<file path="src/rtl/alu_seq_ctrl.sv">
// alu_seq_ctrl: one-hot sequencer for the multi-cycle A/Q/M ALU datapath (add, sub, shift-add mul, restoring div).
// Latency: add/sub done 4 cycles after start, mul 2*WIDTH+3, div 3*WIDTH+3; outputs are combinational state decodes.
// Backpressure: none; start is sampled only in IDLE and ignored while busy. Optional macro ALU_SEQ_DIVZERO_EN adds m_zero/err.
module alu_seq_ctrl #(
    parameter int WIDTH = 8,
    parameter int CNT_W = 3
) (
    input  logic       clk,
    input  logic       reset,
    input  logic       start,
    input  logic [1:0] op,
    input  logic       q_lsb,
    input  logic       a_sign,
`ifdef ALU_SEQ_DIVZERO_EN
    input  logic       m_zero,
    output logic       err,
`endif
    output logic       ld_operands,
    output logic       add_en,
    output logic       sub_en,
    output logic       shift_en,
    output logic       restore_en,
    output logic       set_q0,
    output logic       out_en,
    output logic       busy,
    output logic       done
);

    // One flip-flop per state; IDLE is the only bit set after reset.
    typedef enum logic [9:0] {
        IDLE      = 10'b00_0000_0001,
        LOAD      = 10'b00_0000_0010,
        ADDSUB    = 10'b00_0000_0100,
        MUL_ADD   = 10'b00_0000_1000,
        MUL_SHIFT = 10'b00_0001_0000,
        DIV_SHIFT = 10'b00_0010_0000,
        DIV_SUB   = 10'b00_0100_0000,
        DIV_FIX   = 10'b00_1000_0000,
        OUTPUT    = 10'b01_0000_0000,
        DONE      = 10'b10_0000_0000
    } state_t;

    localparam logic [1:0] OP_ADD = 2'b00;
    localparam logic [1:0] OP_SUB = 2'b01;
    localparam logic [1:0] OP_MUL = 2'b10;
    localparam logic [1:0] OP_DIV = 2'b11;

    localparam logic [CNT_W-1:0] LAST_ITER = CNT_W'(WIDTH - 1);

    state_t           state;
    state_t           state_nxt;
    logic [CNT_W-1:0] cnt;
    logic [1:0]       op_reg;
    logic             cnt_clr;
    logic             cnt_inc;
    logic             last_iter;
    logic             div_zero;

    assign last_iter = (cnt == LAST_ITER);

`ifdef ALU_SEQ_DIVZERO_EN
    logic dz_reg;
    assign div_zero = m_zero;
    // Flag a zero-divisor bypass so err can accompany the done pulse it produces.
    always_ff @(posedge clk or posedge reset) begin
        if (reset) begin
            dz_reg <= 1'b0;
        end else if (state == LOAD) begin
            dz_reg <= (op_reg == OP_DIV) && m_zero;
        end else if (state == IDLE) begin
            dz_reg <= 1'b0;
        end
    end
    assign err = (state == DONE) && dz_reg;
`else
    assign div_zero = 1'b0;
`endif

    // Next-state and strobe decode; any illegal encoding drives all strobes low and returns to IDLE.
    always_comb begin
        state_nxt   = IDLE;
        ld_operands = 1'b0;
        add_en      = 1'b0;
        sub_en      = 1'b0;
        shift_en    = 1'b0;
        restore_en  = 1'b0;
        set_q0      = 1'b0;
        out_en      = 1'b0;
        busy        = 1'b0;
        done        = 1'b0;
        cnt_clr     = 1'b0;
        cnt_inc     = 1'b0;
        case (state)
            IDLE: begin
                state_nxt = start ? LOAD : IDLE;
            end
            LOAD: begin
                busy        = 1'b1;
                ld_operands = 1'b1;
                cnt_clr     = 1'b1;
                case (op_reg)
                    OP_MUL:  state_nxt = MUL_ADD;
                    OP_DIV:  state_nxt = div_zero ? DONE : DIV_SHIFT;
                    default: state_nxt = ADDSUB;
                endcase
            end
            ADDSUB: begin
                busy      = 1'b1;
                add_en    = (op_reg == OP_ADD);
                sub_en    = (op_reg == OP_SUB);
                state_nxt = OUTPUT;
            end
            MUL_ADD: begin
                busy      = 1'b1;
                add_en    = q_lsb;
                state_nxt = MUL_SHIFT;
            end
            MUL_SHIFT: begin
                busy      = 1'b1;
                shift_en  = 1'b1;
                cnt_inc   = 1'b1;
                state_nxt = last_iter ? OUTPUT : MUL_ADD;
            end
            DIV_SHIFT: begin
                busy      = 1'b1;
                shift_en  = 1'b1;
                state_nxt = DIV_SUB;
            end
            DIV_SUB: begin
                busy      = 1'b1;
                sub_en    = 1'b1;
                state_nxt = DIV_FIX;
            end
            DIV_FIX: begin
                busy       = 1'b1;
                restore_en = a_sign;
                set_q0     = ~a_sign;
                cnt_inc    = 1'b1;
                state_nxt  = last_iter ? OUTPUT : DIV_SHIFT;
            end
            OUTPUT: begin
                busy      = 1'b1;
                out_en    = 1'b1;
                state_nxt = DONE;
            end
            DONE: begin
                busy      = 1'b1;
                done      = 1'b1;
                state_nxt = IDLE;
            end
            default: begin
                state_nxt = IDLE;
            end
        endcase
    end

    // State register, op capture in IDLE and the iteration counter.
    always_ff @(posedge clk or posedge reset) begin
        if (reset) begin
            state  <= IDLE;
            cnt    <= '0;
            op_reg <= 2'b00;
        end else begin
            state <= state_nxt;
            if ((state == IDLE) && start) begin
                op_reg <= op;
            end
            if (cnt_clr) begin
                cnt <= '0;
            end else if (cnt_inc) begin
                cnt <= cnt + 1'b1;
            end
        end
    end

endmodule

</file>
<file path="config.mk">
export PLATFORM = sky130hd
export DESIGN_NAME = alu_seq_ctrl
export DESIGN_NICKNAME = d
export VERILOG_FILES = /design/src/rtl/alu_seq_ctrl.sv
export SDC_FILE = /design/constraint.sdc
export NUM_CORES = 1
export LEC_CHECK = 0
export CAP_MARGIN = 5
export CORE_MARGIN = 2
export CORE_UTILIZATION = 53
export CTS_BUF_LIST = sky130_fd_sc_hd__clkbuf_4 sky130_fd_sc_hd__clkbuf_8
export CTS_CLUSTER_DIAMETER = 100
export DETAILED_ROUTE_END_ITERATION = 10
export MAX_ROUTING_LAYER = met4
export PLACE_DENSITY_LB_ADDON = 0.1
export SETUP_SLACK_MARGIN = 0.05
export SLEW_MARGIN = 0
export SYNTH_ARGS = -nofsm -noshare
export SYNTH_HDL_FRONTEND = slang
export SYNTH_SLANG_ARGS = --single-unit
export TNS_END_PERCENT = 50
</file>
<file path="constraint.sdc">
create_clock -name clk -period 2.29 [get_ports clk]
set_clock_uncertainty 0.15 [all_clocks]
set_input_delay 0.3435 -clock clk [delete_from_list [all_inputs] [get_ports clk]]
set_output_delay 0.3435 -clock clk [all_outputs]
set_load 0.01 [all_outputs]
</file>
==> PnR_summary.wiki <==
{| class="wikitable"
! Metric !! Value
|-
| IO buf count || 15
|-
| Largest net degree at the start of global routing || 16
|-
| Post-Route Setup TNS || -0.05217 ns
|-
| Number of search-and-repair iterations in the first detailed-routing pass || 5
|-
| Number of pins with negative max-slew slack in the final report || 0
|-
| Hold WC Path Type || primary input to async pin
|-
| Setup Viol. Count Final || 1
|-
| Root Driver || sky130_fd_sc_hd__clkbuf_4
|-
| Starting Density || 0.5714
|-
| Result of the run || finished, violations left
|-
| CP delay by family, top || simple AND/OR/NAND/NOR gates
|-
| TritonCTS clock tree || built
|-
| Synthesized instance count || 85
|-
| Final min period || about 2.3 ns
|-
| Delay contributed by the slowest stage of the critical path || a little over 0.4 ns
|-
| Max Buffers Root-to-Sink || 2
|-
| Cell types with the largest area share after synthesis || sky130_fd_sc_hd__dfrtp_1 41%, sky130_fd_sc_hd__nor2_1 5.7%, sky130_fd_sc_hd__nor4_4 4.9%
|-
| Global router's overall resource usage || 0.2696
|-
| Static power due to leakage || 0.6368 nW
|-
| Top-level port count || 16
|-
| Synthesized area per cell || approximately 10 um2
|-
| FFs w/ async S/R, synth || 1.000
|-
| H-Tree Level Count || 1
|-
| Power per Cell Area || 795.6 nW/um2
|-
| Count of max-cap constraint violations || 0
|-
| Remaining number of nets flagged by the antenna check after routing || 0
|-
| Fraction of layout instances using a drive strength above 1 || 0.4341
|-
| Worst-case setup margin in the final layout || -0.05217 ns
|-
| Vias after detailed routing || approximately 840
|-
| Peak fanout along the critical path || 3
|-
| Post-Synthesis Cell Area || 860.8 um2
|-
| Placer congestion estimate || 0.8643
|-
| Slowest cell on the critical path || sky130_fd_sc_hd__dfrtp_1
|-
| IR Drop Worst-Case VDD || 0.0007763 V
|-
| Routed wirelength normalized by instance count || between 10 and 15 um
|-
| Worst EP arrival || 1.85 ns
|-
| Placed instance count || 130
|-
| Vertical die dimension || 44.30 um
|-
| Number of buffers and inverters on the critical path || 3
|-
| Cts-stage hold buffer count || 0
|-
| Post-synthesis net count || 94
|-
| Iteration-0 DRC count of the detailed router || 32
|-
| Final clock period utilization by the worst path || 1.023
|-
| Synth Register Bits || 15
|-
| Upper clock frequency limit || roughly 430 MHz
|-
| Die footprint || 1962 um2
|-
| Cell-by-cell listing of the critical path || nor4_4 > and2_4 > buf_6 > nand4b_1 > buf_4 > nor2_2 > buf_2
|-
| First-pass GRT wire length || between 3 and 4 mm
|-
| Wire length reported by the detailed router || 2.159 mm
|-
| Hold Fails Final Rpt || 0
|-
| Number of warning messages in the yosys log || 0
|-
| Relative slew margins || 0.6284
|-
| Violations in the final reports || negative setup slack
|-
| Dominant cell type by area after synthesis || sky130_fd_sc_hd__dfrtp_1
|-
| Die X-Extent || 44.30 um
|-
| Fin nets || 139
|-
| Clk Latency, worst-skew pair || 0.28 ns
|-
| Number of synthesized flops with an enable pin || 0
|-
| Flip-flop count of the largest register after layout || 10
|-
| Worst setup path category || flip-flop to output port
|-
| DRC violation count after routing || 0
|-
| Nature of the critical path endpoint || output port
|-
| Required time at the worst-slack endpoint || around 1.8 ns
|-
| Number of buffers inserted during clock tree synthesis || 3
|-
| Detailed placer's ending HPWL || approximately 1.5 mm
|-
| Antenna cells || 0
|-
| Placeable core region || 1506 um2
|-
| Fraction of the yosys area taken by sequential cells || 0.4375
|-
| Final std cells w/o fill || 145
|-
| Post-synth cell types || 38
|-
| Number of clock sinks || 15
|-
| Dominant register cell in the synthesized netlist || sky130_fd_sc_hd__dfrtp_1
|-
| Standard-cell rows || 14
|-
| Clock edge transition at the registers on the reported setup and hold paths || about 0.090 ns
|-
| CP Launch Type || flip-flop
|-
| Setup repair after global routing missed its margin || true
|-
| Vias in the first global route || 783
|-
| Area growth syn-to-layout || 47.38%
|-
| Vias per cell || 5.759
|-
| Total grt overflow || 0
|-
| Transition at the pin with the smallest max-transition slack || 0.5568 ns
|-
| Share of Yosys cell area claimed by the top area cell type || 0.4070
|-
| Antenna violations before repair || 0
|}
-- stage by stage --
stage / utilization / instance area, um2 / power (mW) / setup slack, ns / hold slack (ns)
after global placement: 0.7583 / 1142 / 0.7496 / -0.05194 / 0.3596
final: 0.8422 / 1269 / 1.009 / -0.05217 / 0.2550
after detailed placement: 0.7583 / 1142 / 0.7628 / -0.06415 / 0.3600
after floorplan: - / 860.8 / 0.5884 / 0.4410 / 0.09426
after global routing: 0.8422 / 1269 / 1.067 / -0.1426 / 0.3271
after CTS: 0.8081 / 1217 / 0.9697 / -0.04153 / 0.2789
-- cells by family after synthesis --
logic type               count (synthesis)  share of synthesized area
buffers and inverters                    6                    0.02760
adder cells (fa/ha/maj)                  2                    0.02907
AO/OA/AOI/OAI                           10                    0.08285
XOR/XNOR                                 5                    0.05087
multiplexers                             4                    0.04942
AND/OR/NAND/NOR                         43                     0.3227
flip-flops                              15                     0.4375
-- worst paths after layout --
check	from	end	slack [ns]	depth (start not counted)
setup / recovery	state[1]	restore_en	-0.05	7
hold / removal	reset	op_reg[0]	0.25	2
setup reg to reg	state[7]	op_reg[1]	0.17	8
hold reg to reg	op_reg[1]	state[2]	0.37	1
max in group asynchronous	reset	state[7]	1.34	2
min in group clk	op_reg[1]	state[2]	0.37	1
-- cells in the final DEF, fill, tap and decap left out, types with 3 or more instances in the layout --
| cell | netlist | final |
|---|---|---|
| sky130_fd_sc_hd__nor3b_1 | 4 | 3 |
| sky130_fd_sc_hd__nor2_1 | 13 | 11 |
| sky130_fd_sc_hd__clkbuf_2 | 0 | 3 |
| sky130_fd_sc_hd__clkbuf_4 | 0 | 4 |
| sky130_fd_sc_hd__xor2_1 | 4 | 4 |
| sky130_fd_sc_hd__buf_4 | 0 | 24 |
| sky130_fd_sc_hd__inv_1 | 4 | 4 |
| sky130_fd_sc_hd__buf_2 | 1 | 3 |
| sky130_fd_sc_hd__buf_6 | 0 | 5 |
| sky130_fd_sc_hd__clkdlybuf4s50_1 | 0 | 6 |
| sky130_fd_sc_hd__nand2_1 | 5 | 5 |
| sky130_fd_sc_hd__dfrtp_1 | 14 | 12 |
-- area by class of cell --
type	count	area (um2)
fill	87	237.7
tap	16	20.02
sequential	15	379.1
timing repair buffer	42	335.3
inverter	4	15.01
clock buffer	4	30.03
multi-input combinational	64	489.2
-- cell usage after synthesis (all sizes together) (2+ instances only) --
master and instances:
dfrtp 14, nor2 13, nand2 6, inv 4, nor3b 4, xor2 4, nor3 3, nor4 3
ha 2, mux2 2, mux2i 2, nand2b 2, nand3 2, o21ai 2, o22ai 2
-- routing by layer --
layer  up-vias  wire length (um)  GRT usage
li1        389                 -          -
met1       412               903     0.3556
met2        32              1138     0.4206
met3         2                99    0.03673
met4         0                17     0.1091
met5         -                 0          -
-- power by group --
group	internal, mW	switching (mW)	total (mW)
logic	0.259	0.216	0.475
registers	0.317	0.0523	0.370
clock network	0.0795	0.0852	0.165
-- timing repair --
| action | 4_1_cts | 5_1_grt |
|---|---|---|
| cloned | 0 | 0 |
| pin swaps | 6 | 4 |
| setup endpoints to repair | 9 | 9 |
| buffers inserted | 6 | 5 |
| resized for setup | 31 | 15 |
No activity file was read; power rests on OpenSTA's default activity.
